<file path="src/rtl/bin_bcd_seq.sv">
// Sequential binary-to-BCD converter using shift-add-3, one input bit per clock.
// The control unit drives a 4-phase en/rdy handshake; the BCD result holds between conversions.
module bin_bcd_seq #(
  parameter int IN_W   = 12,
  parameter int DIGITS = 4
) (
  input  logic                  clk,
  input  logic                  rst,
  input  logic                  en,
  input  logic [IN_W-1:0]       count,
  output logic [4*DIGITS-1:0]   BCD,
  output logic                  rdy,
  output logic                  busy
);

  localparam int BW = 4 * DIGITS;
  localparam int CW = $clog2(IN_W + 1);

  typedef enum logic [1:0] {IDLE, SHIFT, DONE} state_t;

  state_t          state;
  logic [IN_W-1:0] bin_sr;
  logic [BW-1:0]   scratch;
  logic [BW-1:0]   adj;
  logic [BW-1:0]   nxt;
  logic [CW-1:0]   cnt;

  // Add-3 on every digit in parallel, then shift the next binary MSB in
  always_comb begin
    adj = scratch;
    for (int unsigned i = 0; i < DIGITS; i++) begin
      if (scratch[4*i +: 4] >= 4'd5)
        adj[4*i +: 4] = scratch[4*i +: 4] + 4'd3;
    end
    nxt = {adj[BW-2:0], bin_sr[IN_W-1]};
  end

  always_ff @(posedge clk or negedge rst) begin
    if (!rst) begin
      state   <= IDLE;
      bin_sr  <= '0;
      scratch <= '0;
      cnt     <= '0;
      BCD     <= '0;
      rdy     <= 1'b0;
      busy    <= 1'b0;
    end else begin
      case (state)
        IDLE: begin
          rdy  <= 1'b0;
          busy <= 1'b0;
          if (en) begin
            bin_sr  <= count;
            scratch <= '0;
            cnt     <= '0;
            busy    <= 1'b1;
            state   <= SHIFT;
          end
        end
        SHIFT: begin
          scratch <= nxt;
          bin_sr  <= {bin_sr[IN_W-2:0], 1'b0};
          cnt     <= cnt + 1'b1;
          // Final iteration publishes the shifted value directly
          if (cnt == CW'(IN_W - 1)) begin
            BCD   <= nxt;
            busy  <= 1'b0;
            rdy   <= 1'b1;
            state <= DONE;
          end
        end
        DONE: begin
          if (!en) begin
            rdy   <= 1'b0;
            state <= IDLE;
          end
        end
        default: state <= IDLE;
      endcase
    end
  end

endmodule
</file>
<file path="config.mk">
export PLATFORM = sky130hd
export DESIGN_NAME = bin_bcd_seq
export DESIGN_NICKNAME = d
export VERILOG_FILES = /design/src/rtl/bin_bcd_seq.sv
export SDC_FILE = /design/constraint.sdc
export NUM_CORES = 1
export LEC_CHECK = 0
export ABC_AREA = 0
export BUFFER_PORTS_ARGS = -buffer_cell sky130_fd_sc_hd__buf_2
export CORE_ASPECT_RATIO = 0.6
export CORE_MARGIN = 4
export CORE_UTILIZATION = 45
export CTS_CLUSTER_SIZE = 14
export DETAILED_ROUTE_END_ITERATION = 12
export HOLD_SLACK_MARGIN = 0.08
export SLEW_MARGIN = 10
export SYNTH_ARGS = -nofsm -noshare
export SYNTH_HDL_FRONTEND = slang
export SYNTH_SLANG_ARGS = --single-unit
</file>
<file path="constraint.sdc">
create_clock -name clk -period 2.7 [get_ports clk]
set_clock_uncertainty 0.05 [all_clocks]
set_input_delay 0.54 -clock clk [delete_from_list [all_inputs] [get_ports clk]]
set_output_delay 0.54 -clock clk [all_outputs]
set_load 0.02 [all_outputs]
</file>
==> flow_metrics.py <==
metrics = {
    "timing": {
        "max_slew_margin_pct": 56.46,
        "setup_ws_ns": 0.9786,
        "rsz0062_at_grt": "no",
        "hold_viol_final": 0,
        "period_share_pct": 63.76,
        "setup_tns_ns": 0,
        "fmax_mhz": 580.9,
        "worstMarginPinSlew_ns": 0.6531,
        "drv_slew": 0,
        "fin_crit_ns": 1.721,
        "setup_viol": 0,
    },
    "route": {
        "dr.pass1.iters": 4,
        "viasPerCell": 5.178,
        "vias": 1890,
        "wire_per_inst_um": 14.11,
        "ant_nets": 0,
        "drc": 0,
        "dr.first_iter.drc_count": 83,
        "wl_mm": 5.151,
    },
    "floorplan": {
        "core_um2": 5544,
        "die_height_um": 66.58,
        "rows": 21,
        "io_pins": 33,
        "initial_core_util_pct": 46.42,
        "die_area_um2": 7033,
        "die_w_um": 105.6,
    },
    "final_layout": {
        "area_delta_synth_final_pct": 12.40,
        "final_common_cell": "dfrtp_1",
        "nets": 308,
        "drive_gt1_share_pct": 23.16,
        "antennaDiodeCount": 0,
        "mostFrequentLayoutCells": "dfrtp_1 (52), o21ai_0 (41), buf_2 (32)",
    },
    "logic_synthesis": {
        "ys_ff_latch": 52,
        "synth_cell_type_count": 32,
        "synth-warning-count": 0,
        "synth_top_area_share_pct": 50.56,
        "synth-async-reset-ratio_pct": 100.0,
        "synth_top_family_by_area": "compound AO/OA/AOI/OAI gates",
        "syn_area_um2": 2574,
        "syn-mean-instance-area_um2": 10.13,
        "syn-num-nets": 278,
        "synth_edf_count": 0,
        "synth_compound_area_share_pct": 19.93,
        "synth_mux_area_share_pct": 4.084,
        "yosysTopAreaCell": "dfrtp_1",
        "ys_top_cells_by_area": "dfrtp_1 (51%), o21ai_0 (8.0%), ha_1 (4.4%)",
        "synthSimpleGateAreaFrac_pct": 15.07,
        "synth_fa_ha_area_share_pct": 4.375,
        "synthCells": 254,
        "synth_xor_area_share_pct": 1.361,
        "ys_seq_area_share_pct": 50.56,
        "synth-main-ff-cell": "dfrtp_1",
    },
    "place": {
        "place.gp.congestion": 0.7622,
        "post-place-ws_ns": 0.9229,
        "hpwl_mm": 3.508,
        "port_buffers": 32,
    },
    "power_and_ir_drop": {
        "p_leak_nw": 1.309,
        "switching_share_pct": 40.92,
        "p_clk_share_pct": 13.4,
        "internal-power_mw": 2.039,
        "p_sw_mw": 1.412,
        "combPwrFrac_pct": 45.5,
        "power_mw": 3.452,
        "p_seq_share_pct": 41.1,
        "irDropWorstVdd_v": 0.0005886,
        "power_density_nw_per_um2": 1193,
    },
    "setup_path": {
        "critical_path.startpoint": "scratch[5]$_DFFE_PN0P_",
        "cp.required_ns": 2.88,
        "worst_setup_path_start_kind": "flop",
        "reg2reg_slack_ns": 0.98,
        "crit_buf_inv": 1,
        "crit_arrival_ns": 1.90,
        "crit_path_end_kind": "flop",
        "cp_top_family": "compound AO/OA/AOI/OAI gates",
        "timing.rr.end": "BCD[6]$_DFFE_PN0P_",
        "crit_path_end": "BCD[6]$_DFFE_PN0P_",
        "cp_max_fo": 4,
        "rr_worst_depth": 6,
        "path_depth": 6,
        "critical_path.slowest_cell": "dfrtp_1",
        "cp_cell_sequence": "inv_1 > ha_1 > nand2b_1 > a21oi_1 > mux2_2 > o21ai_0",
        "crit-reg2reg-launch": "scratch[5]$_DFFE_PN0P_",
        "critPathKind": "reg2reg",
        "slowest_delay_ns": 0.41,
    },
    "global_routing": {
        "antenna_found_initial": 0,
        "grt_max_degree": 30,
        "grt_pass1_vias": 1803,
        "track_usage_pct": 16.35,
        "grt_pass1_wl_mm": 9.135,
        "gr-total-overflow": 0,
    },
    "flow_run": {
        "cap_violations": 0,
    },
    "clocking": {
        "cts_tree": "yes",
        "ctsHoldBuffers": 0,
        "cts_sinks": 52,
        "tritoncts.num_buffers": 5,
        "ctsHtreeMaxLevel": 2,
        "clock_latency_ns": 0.31,
        "post-cts-setup-buffers": 0,
        "clock_path_buffers": 2,
        "clk_pin_slew_ns": 0.09,
        "cts_resized": 0,
        "root_buffer": "clkbuf_8",
    },
    "run_status": {
        "status": "finished clean",
    },
    "hold_path": {
        "hp-class": "in2async",
    },
}
[state kept, by name, summed over array words and instances (netlist names)]
signal	cells
state	2
BCD	16
cnt	4
rdy	1
bin_sr	12
busy	1
scratch	16
[stage by stage]
step / area (um^2) / std cells / util [%] / hold slack, ns
finish: 2893 / 365 / 52.18 / 0.1622
global route: 2893 / 365 / 52.18 / 0.2087
CTS: 2893 / 365 / 52.18 / 0.1828
detailed placement: 2803 / 357 / 50.55 / 0.4185
global placement: 2803 / 357 / 50.55 / 0.4162
floorplan: 2574 / 254 / - / 0.1944
[final cells by class]
cell class,instances,area [um^2]
fillers,501,2651
repair buffers,38,217.7
multi-input cells,179,1154
well taps,80,100.1
inverters,8,30.03
flip-flops and latches,52,1301
clock buffers,8,90.09
[metal layers]
metal,GRT usage (%),up-vias,wire length [um]
li1,-,953,-
met1,24.47,907,2766
met2,23.57,23,2182
met3,3.485,7,143
met4,4.847,0,58
met5,0,-,0
[power by group through the flow]
stage / clock network, mW / logic [mW] / registers (mW)
after floorplan: 0 / 1.08 / 1.51
after global placement: 0 / 1.56 / 1.42
after detailed placement: 0 / 1.59 / 1.43
after CTS: 0.472 / 1.59 / 1.42
after global routing: 0.503 / 1.79 / 1.48
final: 0.462 / 1.57 / 1.42
[worst min-delay path by stage]
stage | startpoint | endpoint | slack [ns] | cells after the start
after floorplan | rst | BCD[0]$_DFFE_PN0P_ | 0.19 | 0
after global placement | BCD[14]$_DFFE_PN0P_ | BCD[14]$_DFFE_PN0P_ | 0.42 | 2
after detailed placement | cnt[3]$_DFFE_PN0P_ | cnt[3]$_DFFE_PN0P_ | 0.42 | 1
after CTS | rst | busy$_DFFE_PN0P_ | 0.18 | 1
after global routing | rst | busy$_DFFE_PN0P_ | 0.21 | 1
final | rst | busy$_DFFE_PN0P_ | 0.16 | 1
[cells in the mapped netlist, types with 4 or more instances]
library cell	count
dfrtp_1	52
o21ai_0	41
nand2_1	28
a21oi_1	21
nor2b_1	14
a22oi_1	11
ha_1	9
inv_1	8
a22o_1	6
clkbuf_1	6
buf_2	5
nand2b_1	5
mux2_2	4
mux2_4	4
nor2_1	4
nor3_1	4
nor3b_1	4
or3b_2	4
xnor2_1	4
[logic make-up (layout without fill, tap and decap cells)]
group | Yosys count | after routing
AO/OA/AOI/OAI | 87 | 87
buffers and inverters | 23 | 54
XOR/XNOR | 4 | 4
multiplexers | 8 | 8
flip-flops | 52 | 52
adder cells (fa/ha/maj) | 9 | 9
AND/OR/NAND/NOR | 71 | 71
Note: power is estimated with default switching activity, not from simulation.
